## src/rtl/bullet_pkg.sv

```systemverilog
//==============================================================================
// Module      : bullet_pkg
// Description : Shared constants, field slices and FSM state type for the
//               bullet line scanner and its interval-match helper.
// Revision    : 1.0 - initial release
//==============================================================================
`default_nettype none

package bullet_pkg;

    // Default geometry of the attribute table and coordinate space
    localparam int COORD_W = 8;
    localparam int N_SLOTS = 8;

    // Colour codes as stored in the attribute table
    localparam logic [2:0] COLOR_WHITE = 3'b000;
    localparam logic [2:0] COLOR_GREEN = 3'b001;
    localparam logic [2:0] COLOR_BLUE  = 3'b010;

    // Field positions inside the 16-bit position and size words
    localparam int POS_X_LSB  = 8;
    localparam int POS_Y_LSB  = 0;
    localparam int SIZE_W_LSB = 8;
    localparam int SIZE_H_LSB = 0;

    // Scanner state
    typedef enum logic [1:0] {
        ST_IDLE  = 2'd0,
        ST_SCAN  = 2'd1,
        ST_READY = 2'd2
    } scan_state_e;

endpackage : bullet_pkg

`default_nettype wire

```

## src/rtl/bullet_span_match.sv

```systemverilog
//==============================================================================
// Module      : bullet_span_match
// Description : Combinational half-open interval test: hit when
//               lo <= q < lo + len, with the end point formed one bit wider
//               so that spans touching the top of the coordinate range never
//               wrap around. A zero length never hits.
// Revision    : 1.0 - initial release
//==============================================================================
`default_nettype none

module bullet_span_match
    import bullet_pkg::*;
#(
    parameter int WIDTH = COORD_W
) (
    input  logic [WIDTH-1:0] lo_i,
    input  logic [WIDTH-1:0] len_i,
    input  logic [WIDTH-1:0] q_i,
    output logic             hit_o
);

    // Exclusive end of the span, one bit wider than the operands
    logic [WIDTH:0] w_end;

    assign w_end = {1'b0, lo_i} + {1'b0, len_i};
    assign hit_o = (len_i != '0) && (q_i >= lo_i) && ({1'b0, q_i} < w_end);

endmodule : bullet_span_match

`default_nettype wire

```

## src/rtl/bullet_line_scanner.sv

```systemverilog
//==============================================================================
// Module      : bullet_line_scanner
// Description : During hblank, walks the bullet attribute table two slots per
//               cycle and latches the bullets crossing the next scanline into
//               an active list. During the visible line, reports per pixel
//               (one cycle later) whether a bullet covers it and its colour;
//               the lowest slot index wins on overlap.
// Revision    : 1.0 - initial release
//==============================================================================
`default_nettype none

module bullet_line_scanner #(
    parameter int N_SLOTS = bullet_pkg::N_SLOTS,
    parameter int COORD_W = bullet_pkg::COORD_W
) (
    input  logic                       clk,
    input  logic                       reset,
    input  logic                       line_start,
    input  logic [COORD_W-1:0]         line_y,
    input  logic                       pixel_valid,
    input  logic [COORD_W-1:0]         pixel_x,
    output logic [$clog2(N_SLOTS)-1:0] index1,
    output logic [$clog2(N_SLOTS)-1:0] index2,
    input  logic [15:0]                position1,
    input  logic [15:0]                position2,
    input  logic [15:0]                size1,
    input  logic [15:0]                size2,
    input  logic [2:0]                 color1,
    input  logic [2:0]                 color2,
    input  logic                       isRender1,
    input  logic                       isRender2,
    output logic                       scan_busy,
    output logic                       pixel_hit,
    output logic [2:0]                 pixel_color
);

    localparam int IDX_W   = $clog2(N_SLOTS);
    localparam int N_PAIRS = N_SLOTS / 2;
    localparam int PAIR_W  = (N_PAIRS > 1) ? $clog2(N_PAIRS) : 1;
    localparam logic [PAIR_W-1:0] LAST_PAIR = PAIR_W'(N_PAIRS - 1);

    bullet_pkg::scan_state_e state_q, state_d;
    logic [PAIR_W-1:0]       k_q, k_d;
    logic [COORD_W-1:0]      line_y_q;

    // Active list: one entry per slot
    logic [N_SLOTS-1:0]      act_valid_q;
    logic [COORD_W-1:0]      act_x_q     [N_SLOTS];
    logic [COORD_W-1:0]      act_w_q     [N_SLOTS];
    logic [2:0]              act_color_q [N_SLOTS];

    logic                    pixel_hit_q, pixel_hit_d;
    logic [2:0]              pixel_color_q, pixel_color_d;

    logic                    w_vspan1, w_vspan2;
    logic                    w_vhit1, w_vhit2;
    logic [N_SLOTS-1:0]      w_hspan;
    logic [N_SLOTS-1:0]      w_slot_hit;

    // The slot pair being read is a direct function of the registered counter,
    // which rests at zero outside SCAN so the ports idle at 0/1.
    assign index1    = IDX_W'({k_q, 1'b0});
    assign index2    = IDX_W'({k_q, 1'b1});
    assign scan_busy = (state_q == bullet_pkg::ST_SCAN);

    assign pixel_hit   = pixel_hit_q;
    assign pixel_color = pixel_color_q;

    // Vertical test for the two slots presented this cycle
    bullet_span_match #(.WIDTH(COORD_W)) u_vmatch1 (
        .lo_i  (position1[bullet_pkg::POS_Y_LSB +: COORD_W]),
        .len_i (size1[bullet_pkg::SIZE_H_LSB +: COORD_W]),
        .q_i   (line_y_q),
        .hit_o (w_vspan1)
    );

    bullet_span_match #(.WIDTH(COORD_W)) u_vmatch2 (
        .lo_i  (position2[bullet_pkg::POS_Y_LSB +: COORD_W]),
        .len_i (size2[bullet_pkg::SIZE_H_LSB +: COORD_W]),
        .q_i   (line_y_q),
        .hit_o (w_vspan2)
    );

    assign w_vhit1 = isRender1 & w_vspan1;
    assign w_vhit2 = isRender2 & w_vspan2;

    // Horizontal test, one per active-list entry
    generate
        for (genvar s = 0; s < N_SLOTS; s++) begin : g_hmatch
            bullet_span_match #(.WIDTH(COORD_W)) u_hmatch (
                .lo_i  (act_x_q[s]),
                .len_i (act_w_q[s]),
                .q_i   (pixel_x),
                .hit_o (w_hspan[s])
            );
            assign w_slot_hit[s] = act_valid_q[s] & w_hspan[s];
        end
    endgenerate

    // State, pair counter and sampled line number
    always_ff @(posedge clk or posedge reset) begin
        if (reset) begin
            state_q  <= bullet_pkg::ST_IDLE;
            k_q      <= '0;
            line_y_q <= '0;
        end else begin
            state_q <= state_d;
            k_q     <= k_d;
            if (line_start) begin
                line_y_q <= line_y;
            end
        end
    end

    // Next state: a line_start always (re)starts the scan from pair 0
    always_comb begin
        state_d = state_q;
        k_d     = k_q;
        if (line_start) begin
            state_d = bullet_pkg::ST_SCAN;
            k_d     = '0;
        end else begin
            case (state_q)
                bullet_pkg::ST_SCAN: begin
                    if (k_q == LAST_PAIR) begin
                        state_d = bullet_pkg::ST_READY;
                        k_d     = '0;
                    end else begin
                        k_d = k_q + 1'b1;
                    end
                end
                default: begin
                    state_d = state_q;
                end
            endcase
        end
    end

    // Active-list fill: cleared when a scan starts, then written pair by pair
    always_ff @(posedge clk or posedge reset) begin
        if (reset) begin
            act_valid_q <= '0;
            for (int s = 0; s < N_SLOTS; s++) begin
                act_x_q[s]     <= '0;
                act_w_q[s]     <= '0;
                act_color_q[s] <= '0;
            end
        end else if (line_start) begin
            act_valid_q <= '0;
        end else if (state_q == bullet_pkg::ST_SCAN) begin
            act_valid_q[index1] <= w_vhit1;
            act_x_q[index1]     <= position1[bullet_pkg::POS_X_LSB +: COORD_W];
            act_w_q[index1]     <= size1[bullet_pkg::SIZE_W_LSB +: COORD_W];
            act_color_q[index1] <= color1;
            act_valid_q[index2] <= w_vhit2;
            act_x_q[index2]     <= position2[bullet_pkg::POS_X_LSB +: COORD_W];
            act_w_q[index2]     <= size2[bullet_pkg::SIZE_W_LSB +: COORD_W];
            act_color_q[index2] <= color2;
        end
    end

    // Pixel lookup: lowest matching slot wins; a concurrent line_start forces a miss
    always_comb begin
        pixel_hit_d   = 1'b0;
        pixel_color_d = bullet_pkg::COLOR_WHITE;
        if ((state_q == bullet_pkg::ST_READY) && pixel_valid && !line_start) begin
            for (int s = N_SLOTS - 1; s >= 0; s--) begin
                if (w_slot_hit[s]) begin
                    pixel_hit_d   = 1'b1;
                    pixel_color_d = act_color_q[s];
                end
            end
        end
    end

    // Registered pixel result
    always_ff @(posedge clk or posedge reset) begin
        if (reset) begin
            pixel_hit_q   <= 1'b0;
            pixel_color_q <= '0;
        end else begin
            pixel_hit_q   <= pixel_hit_d;
            pixel_color_q <= pixel_color_d;
        end
    end

endmodule : bullet_line_scanner

`default_nettype wire

```

## config.mk

```make
export PLATFORM = sky130hd
export DESIGN_NAME = bullet_line_scanner
export DESIGN_NICKNAME = d
export VERILOG_FILES = /design/src/rtl/bullet_pkg.sv /design/src/rtl/bullet_span_match.sv /design/src/rtl/bullet_line_scanner.sv
export SDC_FILE = /design/constraint.sdc
export NUM_CORES = 1
export LEC_CHECK = 0
export CAP_MARGIN = 15
export CORE_MARGIN = 2
export CORE_UTILIZATION = 29
export DETAILED_ROUTE_END_ITERATION = 10
export SKIP_LAST_GASP = 1
export SLEW_MARGIN = 20
export SYNTH_ARGS = -nofsm -noshare
export SYNTH_HDL_FRONTEND = slang
export SYNTH_SLANG_ARGS = --single-unit
```

## constraint.sdc

```tcl
create_clock -name clk -period 9.65 [get_ports clk]
set_clock_uncertainty 0.15 [all_clocks]
set_input_delay 2.895 -clock clk [delete_from_list [all_inputs] [get_ports clk]]
set_output_delay 2.895 -clock clk [all_outputs]
set_load 0.01 [all_outputs]
```

==> impl_metrics.csv, run 1 <==
group,metric,value,unit
outcome,status,"completed",
die,start_util,0.2925,
min_path,hold_end,"act_color_q[20]$_DFFE_PP0P_",
logic_synthesis,synth_nets,1674,
logic_synthesis,synth_flop_cell,"dfrtp_1",
final_layout,final_cell_mix,"234 x ha_1, 176 x dfrtp_1, 122 x inv_1",
worst_setup_path,arrival,6.15,ns
die,placementRows,78,
clocking,ctsHoldBuffers,0,
worst_setup_path,worstPathMaxFanout,4,
clocking,numCtsBuffers,17,
worst_setup_path,rr_startpoint,"act_x_q[56]$_DFFE_PP0P_",
worst_setup_path,crit_chain,"clkdlybuf4s50_1 > ha_1 > fa_1 > a21o_1 > a21oi_1 > o21bai_1 > a21oi_1 > xor2_1 > ha_1 > o21a_1 > nor2_1 > nor4b_1 > o31ai_1",
logic_synthesis,synthCells,1338,
power,ir_drop,0.1750,mV
logic_synthesis,ys_ff_latch,176,
placement,dp_hpwl,26960,um
clocking,clkSinkCount,176,
placement,place_congestion,0.8366,
timing,fin_crit_sh,0.6212,
detailed_routing,drc,0,
clocking,clkSlewWorstSetupHoldPaths,0.08,ns
detailed_routing,vias,10290,
worst_setup_path,cpPeakStageDelay,0.72,ns
timing,maxSlewViolCount,0,
logic_synthesis,async_flop_share,1.000,
clocking,htree_levels,4,
detailed_routing,first_pass_iters,5,
grt,track_usage,0.1539,
min_path,hold_path_depth,1,
final_layout,antennaDiodeCount,0,
grt,grt_pass1_vias,10580,
logic_synthesis,synth_edf_count,0,
grt,antenna_found_initial,2,
logic_synthesis,syn_area_per_cell,9.856,um^2
timing,rsz0062_at_grt,"no",
power,p_leak,7.074,nW
worst_setup_path,path_delay_family,"compound AO/OA/AOI/OAI gates",
detailed_routing,routed_wl,35150,um
clocking,tritoncts,"built",
worst_setup_path,worstSetupEndpointType,"flop",
logic_synthesis,ys_types,62,
grt,grt_overflow,0,
clocking,cts_resized,0,
detailed_routing,drt-initial-drc-count,513,
detailed_routing,postRouteAntennaNets,0,
final_layout,final_util,0.3452,
die,die_w,217.2,um
worst_setup_path,path_buf_inv,1,
die,pin_count,103,
clocking,cts-root-buf,"clkbuf_16",
final_layout,mostFrequentLayoutCell,"ha_1",
timing,final_hold_viol_count,0,
grt,grt_pass1_wl,56510,um
power,powerDensity,331.7,nW/um^2
final_layout,fin_nets,1777,
worst_setup_path,startpoint_type,"primary input",
die,core-area,45090,um^2
timing,worst_pin_slew,0.8745,ns
run,drv_cap,0,
detailed_routing,wl_per_cell,17.11,um
worst_setup_path,crit_slowest_cell,"nor4b_1",
logic_synthesis,yosys_warnings,0,
final_layout,fillers,4528,
detailed_routing,avgViaCountPerCell,5.010,
clocking,clock_latency,0.46,ns
placement,port-buffer-count,100,
min_path,hp-start,"act_color_q[20]$_DFFE_PP0P_",
die,die_h,217.2,um
timing,max_freq,166.8,MHz
worst_setup_path,reg2reg_depth,15,
worst_setup_path,r2r_end,"pixel_color[0]$_DFF_PP0_",
clocking,postCtsSetupBuffers,0,
logic_synthesis,synth_area,13190,um^2
worst_setup_path,regToRegSetupSlack,5.36,ns
placement,place_area,14930,um^2
final_layout,postLayoutCellArea,15570,um^2
timing,setup-violations-final,0,
logic_synthesis,yosysSeqAreaShare,0.3340,
grt,grt_max_degree,90,
worst_setup_path,criticalPathCategory,"in2reg",
timing,min_period,5.994,ns
die,die_area,47200,um^2
timing,whs,0.3597,ns
min_path,hold_class,"reg2reg",
power,finalPower,0.005164,W
worst_setup_path,cp.required,9.80,ns
timing,relSlewSlack,0.4088,
clocking,clk_path_buf_depth,2,
timing,fin_setup_tns,0,ns
final_layout,syn_to_final_growth,18.04,%
final_layout,final_layout_size_suffix_gt1_frac,0.1094,
## metrics by stage
step / setup WS, ns / instances
after floorplan: 1.831 / 1338
after detailed placement: 3.249 / 2022
after global placement: 3.380 / 2022
after CTS: 3.729 / 2054
final: 3.656 / 2054
after global routing: 3.471 / 2054
## how the worst max path moves through the flow
stage            startpoint                         end  slack [ns]  cells past startpoint
5_1_grt            size1[1]  act_valid_q[0]$_DFFE_PP0P_        3.47                     14
3_5_place_dp   position1[0]  act_valid_q[4]$_DFFE_PP0P_        3.25                     13
6_report       position1[0]  act_valid_q[2]$_DFFE_PP0P_        3.66                     13
3_3_place_gp     pixel_x[0]    pixel_color[2]$_DFF_PP0_        3.38                     12
4_1_cts        position1[0]  act_valid_q[4]$_DFFE_PP0P_        3.73                     13
2_1_floorplan         reset  act_color_q[0]$_DFFE_PP0P_        1.83                      1
## cell usage after synthesis, types with 4 or more instances
cell / count / area share
fa_1: 10 / 0.015
clkbuf_1: 25 / 0.0071
o21bai_1: 25 / 0.014
nor2_1: 36 / 0.010
nand3_1: 11 / 0.0042
o21ai_1: 11 / 0.0042
nor4_1: 19 / 0.0090
nand4_1: 9 / 0.0043
nor3b_1: 4 / 0.0023
xor2_1: 19 / 0.013
o31ai_1: 9 / 0.0051
a31oi_1: 8 / 0.0038
o21ai_0: 121 / 0.046
a211oi_1: 8 / 0.0046
a2111oi_0: 11 / 0.0073
and3_1: 6 / 0.0028
o2111ai_1: 4 / 0.0027
dfrtp_1: 176 / 0.33
nor2b_1: 10 / 0.0047
a21o_1: 36 / 0.020
buf_4: 4 / 0.0023
o21a_1: 17 / 0.0097
mux2_2: 97 / 0.083
o211ai_1: 7 / 0.0040
nand2b_1: 20 / 0.0095
or4_1: 5 / 0.0028
ha_1: 234 / 0.22
inv_1: 123 / 0.035
xnor2_1: 34 / 0.023
a21oi_1: 79 / 0.030
nor3_1: 18 / 0.0068
nand2_1: 97 / 0.028
## routing by layer
| layer | vias up | share of wire | track usage | routed length [um] |
|---|---|---|---|---|
| met2 | 201 | 0.46 | 0.2506 | 16070 |
| met3 | 57 | 0.049 | 0.03494 | 1724 |
| li1 | 5032 | - | - | - |
| met5 | - | 0.00085 | 0 | 30 |
| met1 | 4996 | 0.47 | 0.2003 | 16380 |
| met4 | 4 | 0.027 | 0.05342 | 948 |
## area by class of cell
type                    count  area, um^2  area share
inverters                 124       470.5     0.03022
multi-input cells        1008        8195      0.5265
clock inverters            15       214.0     0.01374
flip-flops and latches    176        4404      0.2829
clock buffers              17       425.4     0.02733
repair buffers            114        1106     0.07106
well taps                 600       750.7     0.04823
## flip-flops by register name, indices dropped and copies added, names as in the netlist
name,count
act_color_q,24
act_valid_q,8
act_w_q,64
act_x_q,64
k_q,2
line_y_q,8
pixel_color,3
pixel_hit,1
state_q,2
## cells by family after synthesis
group	Yosys count	synth area share
compound gates	365	0.1745
flops	176	0.3340
fa+ha+maj	244	0.2372
other cells	2	0.0005695
mux	98	0.08359
xor+xnor	53	0.03520
buf+inv	154	0.04497
simple gates	246	0.09004
## power breakdown
part           switching, W  internal [W]  leakage, nW
Clock              0.000352      0.000400        0.311
Combinational       0.00159       0.00148         4.62
Sequential         0.000272       0.00107         2.14
No activity file was read; power rests on OpenSTA's default activity.
==> run 2, diff against run 1 <==
Clock period 9.65 ns to 4.8 ns, I/O delays scaled along.
==> impl_metrics.csv, run 2 (synthesized netlist as in run 1, its figures left out) <==
group,metric,value,unit
outcome,status,"completed",
timing,maxSlewViolCount,0,
grt,grt_pass1_vias,10550,
timing,fin_crit_sh,0.9340,
final_layout,postLayoutCellArea,15730,um^2
worst_setup_path,worstPathMaxFanout,4,
clocking,clock_latency,0.45,ns
clocking,cts-root-buf,"clkbuf_16",
die,placementRows,78,
final_layout,fin_nets,1792,
die,start_util,0.2925,
detailed_routing,first_pass_iters,5,
final_layout,largestRegisters,"act_w_q x64, act_x_q x64, act_color_q x24",
die,die_h,217.2,um
timing,min_period,4.483,ns
clocking,clk_path_buf_depth,2,
power,powerDensity,654.2,nW/um^2
worst_setup_path,criticalPathCategory,"in2reg",
final_layout,final_cell_mix,"234 x ha_1, 176 x dfrtp_1, 122 x inv_1",
final_layout,syn_to_final_growth,19.30,%
detailed_routing,wl_per_cell,16.99,um
power,p_leak,7.156,nW
power,finalPower,0.01029,W
timing,max_freq,223.1,MHz
clocking,tritoncts,"built",
die,core-area,45090,um^2
final_layout,final_util,0.3489,
run,drv_cap,0,
clocking,cts_resized,0,
detailed_routing,avgViaCountPerCell,4.962,
detailed_routing,postRouteAntennaNets,0,
clocking,clkSinkCount,176,
detailed_routing,routed_wl,35200,um
die,die_w,217.2,um
worst_setup_path,arrival,4.63,ns
timing,layout_setup_ws,0.3170,ns
grt,track_usage,0.1526,
detailed_routing,drt-initial-drc-count,484,
clocking,postCtsSetupBuffers,0,
timing,worst_pin_slew,0.9833,ns
worst_setup_path,worstSetupEndpointType,"flop",
worst_setup_path,startpoint_type,"primary input",
grt,grt_pass1_wl,56110,um
grt,antenna_found_initial,2,
final_layout,mostFrequentLayoutCell,"ha_1",
clocking,htree_levels,4,
placement,port-buffer-count,100,
detailed_routing,drc,0,
final_layout,fillers,4569,
placement,pre_cts_slack,-0.1287,ns
final_layout,multiInputGateArea,8195,um^2
placement,place_congestion,0.8172,
timing,setup-violations-final,0,
detailed_routing,vias,10280,
clocking,clkSlewWorstSetupHoldPaths,0.08,ns
clocking,ctsHoldBuffers,0,
placement,place_area,15140,um^2
final_layout,final_layout_size_suffix_gt1_frac,0.1184,
grt,grt_overflow,0,
timing,relSlewSlack,0.3445,
timing,final_hold_viol_count,0,
power,ir_drop,0.2949,mV
worst_setup_path,cp.required,4.95,ns
final_layout,seqCellArea,4404,um^2
die,pin_count,103,
grt,grt_max_degree,96,
min_path,hold_class,"reg2reg",
timing,rsz0062_at_grt,"no",
clocking,numCtsBuffers,17,
die,die_area,47200,um^2
placement,dp_hpwl,27640,um
==> run 2: cell type report <==
| class | instances | share of cell area |
|---|---|---|
| Antenna cell | 2 | 0.0003181 |
| Clock buffer | 17 | 0.02704 |
| Clock inverter | 15 | 0.01042 |
| Sequential cell | 176 | 0.2799 |
| Timing Repair Buffer | 129 | 0.08382 |
| Inverter | 124 | 0.02982 |
| Tap cell | 600 | 0.04772 |
| Multi-Input combinational cell | 1008 | 0.5209 |
==> run 2: metal layers <==
layer	up-vias	track usage	wire length, um
met2	222	0.2504	16150
met4	0	0.05822	984
met5	-	0	0
met1	4920	0.2001	16570
met3	53	0.02628	1498
li1	5081	-	-
==> run 2: final timing paths <==
| kind | start | endpoint | slack [ns] | cells after the start |
|---|---|---|---|---|
| max in group asynchronous | reset | act_x_q[37]$_DFFE_PP0P_ | 2.58 | 3 |
| worst max register to register | act_x_q[1]$_DFFE_PP0P_ | pixel_color[0]$_DFF_PP0_ | 0.72 | 16 |
| worst max-delay path | position1[0] | act_valid_q[6]$_DFFE_PP0P_ | 0.32 | 13 |
| min in group asynchronous | reset | line_y_q[0]$_DFFE_PP0P_ | 1.12 | 2 |
| worst min register to register | act_color_q[20]$_DFFE_PP0P_ | act_color_q[20]$_DFFE_PP0P_ | 0.35 | 1 |
| worst min-delay path | act_color_q[20]$_DFFE_PP0P_ | act_color_q[20]$_DFFE_PP0P_ | 0.35 | 1 |
==> run 2: through the flow <==
stage	instances	hold WS (ns)	TNS, ns
global placement	2037	0.3328	0
detailed placement	2037	0.3379	-0.5443
global route	2071	0.3830	0
floorplan	1338	0.2920	0
finish	2071	0.3543	0
CTS	2069	0.3559	0
==> run 2: worst max-delay path: stages <==
cell and delay, ns:
clkdlybuf4s50_1 0.43, ha_1 0.24, fa_1 0.42, a21o_1 0.19, a21oi_1 0.23, o21bai_1 0.09, a21oi_1 0.23, xor2_1 0.11
ha_1 0.29, o21a_1 0.10, nor2_1 0.04, nor4b_1 0.65, o31ai_1 0.17
==> run 2: report_power, final <==
group	leakage, nW	internal, W	switching (W)
combinational	4.73	0.00300	0.00320
clock	0.286	0.000698	0.000696
sequential	2.14	0.00215	0.000539
==> run 3, diff against run 2 <==
Settings changed: CTS_CLUSTER_DIAMETER set to 150, HOLD_SLACK_MARGIN set to 0.1.
==> results of run 3 <==
Same layout as run 2: the final DEF is identical, and so are final timing and power.
